File: src/rtl/irq_pkg.sv
// Shared definitions for the interrupt controller family: FSM encoding,
// mcause layout and the channel-id width helper.
package irq_pkg;

  typedef enum logic {
    IDLE   = 1'b0,
    ACTIVE = 1'b1
  } irq_state_e;

  localparam int MCAUSE_INT_BIT = 31;

  // Width of a channel index; never narrower than one bit.
  function automatic int irq_id_w(input int n);
    return (n <= 1) ? 1 : $clog2(n);
  endfunction

endpackage

File: src/rtl/irq_ctrl_pri_if.sv
// Core-side and peripheral-side signals of irq_ctrl_pri, bundled so that the
// controller, the CSR unit and a bench share one definition.
interface irq_ctrl_pri_if #(
  parameter int N_IRQ = 16
);
  logic [N_IRQ-1:0] mie_i;
  logic [N_IRQ-1:0] int_req_i;
  logic             INT_RST_i;
  logic             INT_o;
  logic [31:0]      mcause_o;
  logic [N_IRQ-1:0] int_fin_o;
  logic [N_IRQ-1:0] pending_o;
  logic             busy_o;

  modport master (
    output mie_i, int_req_i, INT_RST_i,
    input  INT_o, mcause_o, int_fin_o, pending_o, busy_o
  );

  modport slave (
    input  mie_i, int_req_i, INT_RST_i,
    output INT_o, mcause_o, int_fin_o, pending_o, busy_o
  );
endinterface

File: src/rtl/irq_arbiter.sv
// Combinational N-way arbiter: fixed priority (lowest index) or round-robin
// starting at ptr and wrapping at N_IRQ-1.
module irq_arbiter
  import irq_pkg::*;
#(
  parameter int N_IRQ = 16,
  parameter int IW    = irq_id_w(N_IRQ)
) (
  input  logic [N_IRQ-1:0] req,
  input  logic [IW-1:0]    ptr,
  input  logic             rr,
  output logic             vld,
  output logic [IW-1:0]    id
);

  int k;

  // Walk offsets from the far end so the nearest hit is the last one written.
  always_comb begin
    vld = 1'b0;
    id  = '0;
    k   = 0;
    for (int i = N_IRQ - 1; i >= 0; i--) begin
      k = rr ? ((int'(ptr) + i) % N_IRQ) : i;
      if (req[k]) begin
        vld = 1'b1;
        id  = IW'(k);
      end
    end
  end

endmodule

File: src/rtl/irq_ctrl_pri.sv
// Parametrised interrupt controller: per-channel level/edge capture, masking,
// fixed or round-robin arbitration and a single in-service slot toward the core.
module irq_ctrl_pri
  import irq_pkg::*;
#(
  parameter int               N_IRQ      = 16,
  parameter int               CAUSE_BASE = 16,
  parameter int               RR_MODE    = 0,
  parameter logic [N_IRQ-1:0] EDGE_MASK  = '0
) (
  input logic           clk,
  input logic           rst_i,
  irq_ctrl_pri_if.slave bus
);

  localparam int IW = irq_id_w(N_IRQ);

  if (N_IRQ < 1 || N_IRQ > 32) begin : g_bad_n
    $error("irq_ctrl_pri: N_IRQ must be 1..32");
  end
  if ((64'(CAUSE_BASE) + 64'(N_IRQ) - 64'd1) >= 64'h8000_0000) begin : g_bad_cause
    $error("irq_ctrl_pri: CAUSE_BASE+N_IRQ-1 exceeds mcause code field");
  end

  irq_state_e       state, nstate;
  logic [IW-1:0]    id_q, ptr_q, win_id;
  logic             win_vld, grant, done, int_q;
  logic [31:0]      mcause_q, mcause_d;
  logic [N_IRQ-1:0] pending, elig, fin;

  // Edge channels latch until their own completion; level channels follow the line.
  for (genvar c = 0; c < N_IRQ; c++) begin : g_ch
    if (EDGE_MASK[c]) begin : g_edge
      logic req_q, pend_q;
      always_ff @(posedge clk) begin
        if (rst_i) begin
          req_q  <= 1'b0;
          pend_q <= 1'b0;
        end else begin
          req_q  <= bus.int_req_i[c];
          pend_q <= (bus.int_req_i[c] & ~req_q) | (pend_q & ~fin[c]);
        end
      end
      assign pending[c] = pend_q;
    end else begin : g_lvl
      assign pending[c] = bus.int_req_i[c];
    end
  end

  assign elig = pending & bus.mie_i;

  irq_arbiter #(.N_IRQ(N_IRQ), .IW(IW)) u_arb (
    .req (elig),
    .ptr (ptr_q),
    .rr  (RR_MODE != 0),
    .vld (win_vld),
    .id  (win_id)
  );

  always_comb begin
    nstate = state;
    grant  = 1'b0;
    done   = 1'b0;
    case (state)
      IDLE: if (win_vld) begin
        grant  = 1'b1;
        nstate = ACTIVE;
      end
      ACTIVE: if (bus.INT_RST_i && !rst_i) begin
        done   = 1'b1;
        nstate = IDLE;
      end
      default: nstate = IDLE;
    endcase
  end

  always_comb begin
    fin       = '0;
    fin[id_q] = done;
  end

  always_comb begin
    mcause_d                 = '0;
    mcause_d[30:0]           = 31'(CAUSE_BASE) + 31'(win_id);
    mcause_d[MCAUSE_INT_BIT] = 1'b1;
  end

  always_ff @(posedge clk) begin
    if (rst_i) begin
      state    <= IDLE;
      id_q     <= '0;
      ptr_q    <= '0;
      int_q    <= 1'b0;
      mcause_q <= '0;
    end else begin
      state <= nstate;
      int_q <= grant;
      if (grant) begin
        id_q     <= win_id;
        mcause_q <= mcause_d;
      end
      // Pointer moves past the channel just serviced so it loses next round.
      if (done && RR_MODE != 0)
        ptr_q <= (int'(id_q) == N_IRQ - 1) ? '0 : id_q + IW'(1);
    end
  end

  assign bus.INT_o     = int_q;
  assign bus.busy_o    = (state == ACTIVE);
  assign bus.mcause_o  = mcause_q;
  assign bus.int_fin_o = fin;
  assign bus.pending_o = pending;

endmodule

File: src/flat_wrapper.sv
// flat-port wrapper written by rule: the top's interface ports become plain ports
module irq_ctrl_pri_flat import irq_pkg::*;
#(
  parameter int               N_IRQ      = 16,
  parameter int               CAUSE_BASE = 16,
  parameter int               RR_MODE    = 0,
  parameter logic [N_IRQ-1:0] EDGE_MASK  = '0
)
  (clk, rst_i, bus_mie_i, bus_int_req_i, bus_INT_RST_i, bus_INT_o, bus_mcause_o, bus_int_fin_o, bus_pending_o, bus_busy_o);
  irq_ctrl_pri_if #(.N_IRQ(N_IRQ)) bus_i ();
  input logic clk;
  input logic rst_i;
  input wire logic [$bits(bus_i.mie_i)-1:0] bus_mie_i;
  input wire logic [$bits(bus_i.int_req_i)-1:0] bus_int_req_i;
  input wire logic [$bits(bus_i.INT_RST_i)-1:0] bus_INT_RST_i;
  output wire logic [$bits(bus_i.INT_o)-1:0] bus_INT_o;
  output wire logic [$bits(bus_i.mcause_o)-1:0] bus_mcause_o;
  output wire logic [$bits(bus_i.int_fin_o)-1:0] bus_int_fin_o;
  output wire logic [$bits(bus_i.pending_o)-1:0] bus_pending_o;
  output wire logic [$bits(bus_i.busy_o)-1:0] bus_busy_o;
  assign bus_i.mie_i = bus_mie_i;
  assign bus_i.int_req_i = bus_int_req_i;
  assign bus_i.INT_RST_i = bus_INT_RST_i;
  assign bus_INT_o = bus_i.INT_o;
  assign bus_mcause_o = bus_i.mcause_o;
  assign bus_int_fin_o = bus_i.int_fin_o;
  assign bus_pending_o = bus_i.pending_o;
  assign bus_busy_o = bus_i.busy_o;
  irq_ctrl_pri #(.N_IRQ(N_IRQ), .CAUSE_BASE(CAUSE_BASE), .RR_MODE(RR_MODE), .EDGE_MASK(EDGE_MASK)) u_core (.clk(clk), .rst_i(rst_i), .bus(bus_i));
endmodule
File: config.mk
export PLATFORM = sky130hd
export DESIGN_NAME = irq_ctrl_pri_flat
export DESIGN_NICKNAME = d
export VERILOG_FILES = /design/src/rtl/irq_pkg.sv /design/src/rtl/irq_ctrl_pri_if.sv /design/src/rtl/irq_arbiter.sv /design/src/rtl/irq_ctrl_pri.sv /design/src/flat_wrapper.sv
export SDC_FILE = /design/constraint.sdc
export NUM_CORES = 1
export LEC_CHECK = 0
export BUFFER_PORTS_ARGS = -buffer_cell sky130_fd_sc_hd__buf_2
export CAP_MARGIN = 20
export CORE_MARGIN = 2
export CORE_UTILIZATION = 35
export DETAILED_ROUTE_END_ITERATION = 8
export PLACE_DENSITY = 0.92
export SLEW_MARGIN = 20
export SYNTH_ARGS = -nofsm -noshare
export SYNTH_HDL_FRONTEND = slang
export SYNTH_SLANG_ARGS = --single-unit
File: constraint.sdc
create_clock -name clk -period 1.27 [get_ports clk]
set_input_delay 0.1905 -clock clk [delete_from_list [all_inputs] [get_ports clk]]
set_output_delay 0.1905 -clock clk [all_outputs]
set_load 0.005 [all_outputs]
# Word level (Yosys, flattened, before mapping)
# Cells that the tools add are included.
[word_totals]
ff_bits = 38
word_cells = 53
inputBits = 35
output_inout_bits = 66
[op_classes]
bitwise = 3
n_lt_le_gt_ge = 2
n_reduce_logical = 3
addsub = 1
muxes = 40
[op_table]
columns = ["operator", "n"]
rows = [
  ["$mux 4", 16],
  ["$and 16x16->16", 2],
  ["$mux 1", 22],
  ["$add 5x4->6 const A", 1],
  ["$lt 4x5->1 const B", 1],
  ["$demux 1 s4", 1],
  ["$ge 4x1->1 const B", 1],
  ["$logic_and 1x1->1", 2],
  ["$pmux 1 s2", 1],
  ["$logic_not 1->1", 1],
  ["$not 1->1", 1],
]

# Depth between registers and ports, before layout
# Gate-level depths: netlist of run 1.
[depth]
word_depth = 19
depth_mapped = 5
mapped_depth_nobuf = 5

# Modules after synthesis
# From an unflattened synthesis of run 1, not the netlist that was laid out.
[hier_totals]
cells_unflattened = 478
area_unflattened_um2 = 3500.9
[by_module_without_submodules]
columns = ["module", "seq_area_each_um2", "n_inst", "area_each_um2", "cells_per_inst"]
rows = [
  ["irq_arbiter", 0.0, 1, 2593.7, 362],
  ["irq_ctrl_pri", 140.1, 1, 907.1, 116],
]

# Worst setup path before layout of run 1
# No wires, ideal clock.
[synth_timing]
kind = "flip-flop to output port"
start = "register u_core.state (netlist: u_core.bus.busy_o)"
end = "output bus_int_fin_o[0]"
stages_incl_launch_ff = 4
path_slack_ps = 63
t_arrival_ps = 1016
required_time_ps = 1080
path_buffers = 0
cell_sequence = "dfxtp_1 > nand3b_1 > or3_4 > nor3_1"
[synth_between]
elab_chain_cells = 2
[synth_rtl]
columns = ["element", "line_no", "source"]
rows = [
  ["start, declared", "irq_ctrl_pri.sv:25", "irq_state_e state, nstate;"],
  ["start signal, assigned", "irq_ctrl_pri.sv:96", "state <= nstate;"],
  ["$mux 1", "irq_ctrl_pri.sv:64", "case (state)"],
  ["$and 16x16->16 (no line)", "-", ""],
  ["end, declared", "flat_wrapper.sv:18", "output wire logic [$bits(bus_i.int_fin_o)-1:0] bus_int_fin_o;"],
]
# Every way passes these cells.

# Worst setup path after layout of run 1
# Same ends and word-level chain as after synthesis.

==> results of run 1 <==
-- power by group --
part,internal (mW),switching [mW]
Clock,0.120,0.0764
Sequential,0.241,0.0219
Combinational,0.177,0.182
-- cells in the mapped netlist (all sizes together) --
library cell  count
buf              44
nand2            15
nor2             15
a22oi             8
dfxtp             7
a21oi             4
nand2b            4
nand3             4
nand3b            4
nor3              4
a31oi             3
inv               3
nand4             3
o31ai             2
a211oi            1
a221oi            1
a22o              1
a32o              1
a32oi             1
conb              1
o211ai            1
o21ai             1
o41ai             1
or2b              1
or3               1
-- metrics by stage --
| stage | instance area, µm² | utilization (%) | cells |
|---|---|---|---|
| finish | 1360 | 50.6 | 240 |
| CTS | 1340 | 49.7 | 240 |
| global route | 1360 | 50.6 | 240 |
| detailed placement | 1290 | 48.0 | 236 |
| floorplan | 1060 | - | 156 |
| global placement | 1290 | 48.0 | 236 |
-- routing by layer --
metal,routed length (µm),vias to the layer above
met5,0,-
met4,7,0
met3,218,2
met2,1460,54
met1,937,501
li1,-,547
-- how the worst max path moves through the flow --
stage	cells after the start	end	slack (ps)	startpoint
after CTS	4	bus_int_fin_o[8]	-230	u_core.bus.busy_o
after detailed placement	6	u_core.id_q[1]	-40	bus_int_req_i[6]
after global placement	6	u_core.id_q[0]	-30	bus_int_req_i[13]
after floorplan	3	bus_int_fin_o[0]	60	u_core.bus.busy_o
final	4	bus_int_fin_o[0]	-220	u_core.bus.busy_o
after global routing	4	bus_int_fin_o[0]	-290	u_core.bus.busy_o
-- worst max-delay path: stages, from the launching register on --
cell and delay, ps:
dfxtp_2 320, nand3b_1 110, or3_4 380, nor3_2 110, buf_2 130
-- sequential cells by signal, indices dropped and copies added (netlist names) --
name and flops:
u_core.id_q 3, u_core.bus.busy_o 1, u_core.bus.mcause_o 2, u_core.bus.INT_o 1
-- cell type report --
cell class              count  area, µm²
fillers                   303       1330
multi-input cells         102        624
repair buffers             93        513
flip-flops and latches      7        145
well taps                  31       38.8
clock buffers               4       26.3
inverters                   3       11.3
-- cells by family (layout without fill, tap and decap cells) --
| kind of cell | after synthesis | count (layout) |
|---|---|---|
| AO/OA/AOI/OAI | 25 | 25 |
| buffers and inverters | 47 | 100 |
| other | 1 | 26 |
| AND/OR/NAND/NOR | 51 | 51 |
| flip-flops | 7 | 7 |
-- timing repair --
item,4_1_cts,5_1_grt
setup endpoints to repair,16,16
pin swaps,9,4
cloned,0,0
gates resized for setup,8,7
==> metrics.md, run 1 <==
| Metric | Value |
|---|---|
| Outcome | `finished with violations` |
| Violated checks | `negative setup slack` |
| Post-synthesis sequential area ratio | `14.4%` |
| Die Wd | `~57 µm` |
| Main area contributors after synthesis | `buf_4 33%, dfxtp_1 14%, a22oi_2 7.7%` |
| Commonest non-fill, non-tap cells in the layout | `74 x buf_2, 26 x conb_1, 19 x buf_4` |
| Post-cts hold buffer count | `0` |
| Pwr dens | `about 600 nW/µm²` |
| Routed via count | `roughly 1.1k` |
| Number of global-route vias before repair | `about 1,000` |
| DPL Wire Length | `about 2.2 mm` |
| Nets | `around 250` |
| Critical path class | `reg -> out` |
| R2R Setup Slk | `about 140 ps` |
| Synthesized area per cell | `~7.4 µm²` |
| Largest net degree at the start of global routing | `10` |
| Fin. Hold Viols | `0` |
| GR Util met1 | `around 18%` |
| Largest family of logic cells by synthesized area | `buffers and inverters` |
| Clock root buffer | `clkbuf_4` |
| Routability-driven placement congestion ratio | `0.729` |
| Critical Path Sink Type | `output pin` |
| Synth cell types | `28` |
| Commonest non-fill, non-tap cell in the layout | `buf_2` |
| Clock slew at reported path FFs | `about 50 ps` |
| Congestion Overflow GR | `0` |
| Number of remaining DRC errors | `0` |
| Post-synthesis mux area share | `0%` |
| Num CTS Buffers | `3` |
| Final Setup Violations | `14` |
| Placeable Area | `about 2700 µm²` |
| Port bufs | `74` |
| Layout cell share with drive strength beyond 1 | `58.4%` |
| RSZ-0062 raised after global routing | `true` |
| Ys Warns | `0` |
| LEAKAGE | `roughly 0.75 nW` |
| Yosys top cell area share | `about a third` |
| Cell taking the most area after synthesis | `buf_4` |
| Hold_sp | `bus_INT_RST_i` |
| Tot Pwr | `slightly above 800 µW` |
| CP required | `~1100 ps` |
| Vias per std cell | `between 4 and 5` |
| Worst slack at placement | `-41.4 ps` |
| Final Worst Setup Slack | `-217 ps` |
| End of the worst hold path | `u_core.bus.busy_o` |
| First-pass DRT Iterations | `4` |
| Final period util | `117%` |
| Postcts setup bufs | `0` |
| Antenna Nets Post-Route | `0` |
| Slew Viols, Final | `0` |
| R2r endpoint | `u_core.id_q[2]` |
| Initial antenna violation count | `0` |
| CP Data Arrival Time | `approximately 1300 ps` |
| Cells after Synth | `131` |
| Max Fanout on Critical Path | `4` |
| Aggregate routed wire length | `~2.6 mm` |
| R2r startpoint | `u_core.bus.busy_o` |
| Hold WC Path Type | `in -> reg` |
| Clk Latency, worst-skew pair | `around 240 ps` |
| Row count | `19` |
| Post-Syn Area | `roughly 970 µm²` |
| CTS tree | `yes` |
| Routing usage on met2 | `28.9%` |
| DRT iter0 DRCs | `49` |
| Area grow syn2layout | `39.9%` |
| Synthesized flop and latch total | `7` |
| Clk sinks | `7` |
| Setup TNS Final | `-2070 ps` |
| Die ar. | `about 3200 µm²` |
| Total track usage | `about 15%` |
| First-pass GRT wire length | `about 4.1 mm` |
| Diode count | `0` |
| Drt wl/cell | `between 10 and 15 µm` |
| Post-synthesis simple-gate area fraction | `a little over a quarter` |
| Min cycle time layout | `1490 ps` |
| Clock buffer depth | `2` |
| Met3 Usage GRT | `between 1 and 1.5%` |
| Synth Area in Compound Gates | `23.8%` |
| Max frequency | `between 600 and 700 MHz` |
| Xor/xnor share of the synthesized area | `0%` |
| Initial Util | `roughly 36%` |
| Hold Path Depth | `3` |
| Clock skew | `~2.8 ps` |
| Worst vdd ir | `0.339 mV` |
| Number of max-cap violations | `0` |
| Reg2reg path depth | `4` |
| Die H | `between 50 and 60 µm` |
| CP Launch Type | `flip-flop` |
| H-tree levels | `1` |
| IO Count | `between 100 and 150` |
| Post-synthesis adder-cell area fraction | `0%` |
| Global routing's busiest layer | `met2` |
| WHS | `~230 ps` |
(Power assumes the default switching activity.)
==> run 2: changes to the inputs <==
- clock period: 1.27 -> 1.4 ns (I/O delays scaled with it)
==> run 2 against run 1 <==
The run still ends with negative setup slack left. Combinational power shrank 20%. Global-route usage decreased by 1.5 points. Highest routed layer unchanged. Register-to-register slack about the same. Sequential share of layout area grew 0.90 points.
==> metrics.md, run 2 (synthesis gave the netlist of run 1 again) <==
| Metric | Value |
|---|---|
| Outcome | `finished with violations` |
| Violated checks | `negative setup slack` |
| R2R Setup Slk | `130 ps (about the same)` |
| Setup TNS Final | `-567 ps (+1510 ps)` |
| Routability-driven placement congestion ratio | `0.699 (-4.2%)` |
| R2r endpoint | `u_core.id_q[2]` |
| Commonest non-fill, non-tap cell in the layout | `buf_2` |
| Number of remaining DRC errors | `0 (unchanged)` |
| Reg2reg path depth | `5 (+1)` |
| Design area | `1240 µm² (-8.6%)` |
| CP Data Arrival Time | `1290 ps (about the same)` |
| CP Launch Type | `flip-flop` |
| Net Sw Frac | `34.5% (+0.22 points)` |
| Die Wd | `56.7 µm (unchanged)` |
| Worst Setup EP | `bus_int_fin_o[0]` |
| Worst vdd ir | `0.295 mV (-13%)` |
| Initial antenna violation count | `0 (unchanged)` |
| Max frequency | `around 670 MHz` |
| Final period util | `107%` |
| Post-cts hold buffer count | `0 (unchanged)` |
| First-pass DRT Iterations | `3 (-1)` |
| Diode count | `0 (unchanged)` |
| Port bufs | `74 (unchanged)` |
| Clock root buffer | `clkbuf_4` |
| Max reg flops | `3 (unchanged)` |
| RSZ-0062 raised after global routing | `true` |
| CTS tree | `yes` |
| Dpl cell area | `1180 µm² (-8.7%)` |
| Number of global-route vias before repair | `901 (-9.6%)` |
| Die H | `56.7 µm (unchanged)` |
| Max Fanout on Critical Path | `4 (unchanged)` |
| Clk sinks | `7 (unchanged)` |
| Routed via count | `1,047 (-5.2%)` |
| H-tree levels | `1 (unchanged)` |
| Fin. Hold Viols | `0 (unchanged)` |
| Register share of total power | `34.1% (+2.0 points)` |
| Congestion Overflow GR | `0 (unchanged)` |
| Commonest non-fill, non-tap cells in the layout | `74 x buf_2, 26 x conb_1, 13 x nand2_1` |
| DPL Wire Length | `1.99 mm (-10%)` |
| Clk Latency, worst-skew pair | `240 ps (about the same)` |
| Switching power | `242 µW (-14%)` |
| Critical path class | `reg -> out` |
| Nets | `231 (-5.7%)` |
| Vias per std cell | `4.63 (+0.71%)` |
| Gate power share | `41.0% (-2.9 points)` |
| Int Power | `459 µW (-15%)` |
| Critical Path Sink Type | `output pin` |
| Clock skew | `1.56 ps (-1.25 ps)` |
| Layout cell share with drive strength beyond 1 | `53.8% (-4.5 points)` |
| Slew Viols, Final | `0 (unchanged)` |
| Hold WC Path Type | `in -> reg` |
| R2r startpoint | `u_core.bus.busy_o` |
| Placed Cells | `221 (-6.4%)` |
| DRT iter0 DRCs | `34 (-31%)` |
| LEAKAGE | `0.684 nW (-8.8%)` |
| Initial Util | `36.1% (unchanged)` |
| IO Count | `101 (unchanged)` |
| Clock power frac | `25.0% (+1.1 points)` |
| Row count | `19 (unchanged)` |
| Antenna Nets Post-Route | `0 (unchanged)` |
| Min cycle time layout | `between 1000 and 1500 ps` |
| Critical path startpoint | `u_core.bus.busy_o` |
| Final cell count without fillers | `226 (-5.8%)` |
| Die ar. | `3210 µm² (unchanged)` |
| CP required | `1190 ps (+110 ps)` |
| Aggregate routed wire length | `2.37 mm (-9.7%)` |
| Drt wl/cell | `10.5 µm (-4.1%)` |
| Area grow syn2layout | `28.0%` |
| Final Worst Setup Slack | `-97.0 ps (+120 ps)` |
| Placeable Area | `2690 µm² (unchanged)` |
| Final Setup Violations | `11 (-3)` |
| Total track usage | `13.9% (-1.5 points)` |
| Num CTS Buffers | `3 (unchanged)` |
| Biggest register | `u_core.id_q` |
| Largest net degree at the start of global routing | `10 (unchanged)` |
| Pwr dens | `564 nW/µm² (-6.4%)` |
| First-pass GRT wire length | `3.68 mm (-10%)` |
| Clock buffer depth | `2 (unchanged)` |
| Number of max-cap violations | `0 (unchanged)` |
| Clock slew at reported path FFs | `50 ps (about the same)` |
==> run 2: cell types whose count changed in the layout (fill, tap and decap cells not counted) <==
cell / delta
buf_4: -14
dfxtp_1: +1
dfxtp_2: -1
nor2_1: +2
nor2_2: -1
nor2_4: -1
==> run 2: stage by stage <==
step           utilization (%)  worst slack (ps)  power, mW  hold WS (ps)
2_1_floorplan                -               174      0.457           279
3_3_place_gp              43.8              57.0      0.512           444
3_5_place_dp              43.8              31.8      0.516           448
4_1_cts                   45.1              -124      0.696           242
5_1_grt                   46.3              -210      0.764           256
6_report                  46.3             -97.0      0.700           255
==> run 2: worst min path at each step <==
stage / from / to / slack (ps) / cells past startpoint
floorplan: rst_i / u_core.bus.busy_o / 280 / 1
detailed placement: u_core.bus.mcause_o[4] / u_core.bus.mcause_o[4] / 450 / 2
CTS: bus_INT_RST_i / u_core.bus.busy_o / 240 / 3
global placement: u_core.bus.mcause_o[4] / u_core.bus.mcause_o[4] / 440 / 2
global route: bus_INT_RST_i / u_core.bus.busy_o / 260 / 3
finish: bus_INT_RST_i / u_core.bus.busy_o / 260 / 3
==> run 2: worst max-delay path: stages, from the launching register on <==
cell	delay [ps]
dfxtp_2	320
nand3b_1	110
or3_4	380
nor3_2	100
buf_2	130
==> run 2: cell type report <==
type | instances | area [µm²]
fill | 309 | 1440
multi-input combinational | 102 | 614
timing repair buffer | 79 | 408
sequential | 7 | 144
tap | 31 | 38.8
clock buffer | 4 | 26.3
inverter | 3 | 11.3
==> run 2: power by group through the flow <==
stage	combinational, mW	sequential [mW]	clock [mW]
after CTS	0.283	0.234	0.179
after global routing	0.320	0.242	0.201
after detailed placement	0.278	0.238	0
after floorplan	0.219	0.237	0
after global placement	0.274	0.238	0
final	0.287	0.239	0.175
==> run 2: layer usage <==
layer | GRT usage [%] | share of wire [%] | up-vias
li1 | - | - | 521
met1 | 16.8 | 39 | 470
met2 | 25.1 | 51 | 54
met3 | 1.38 | 9.6 | 2
met4 | 4.76 | 0.59 | 0
met5 | 0 | 0 | -
==> run 2: timing repair <==
item | 4_1_cts | 5_1_grt
gates resized for setup | 1 | 10
pin swaps | 9 | 4
setup buffers | 1 | 0
setup endpoints to repair | 13 | 16
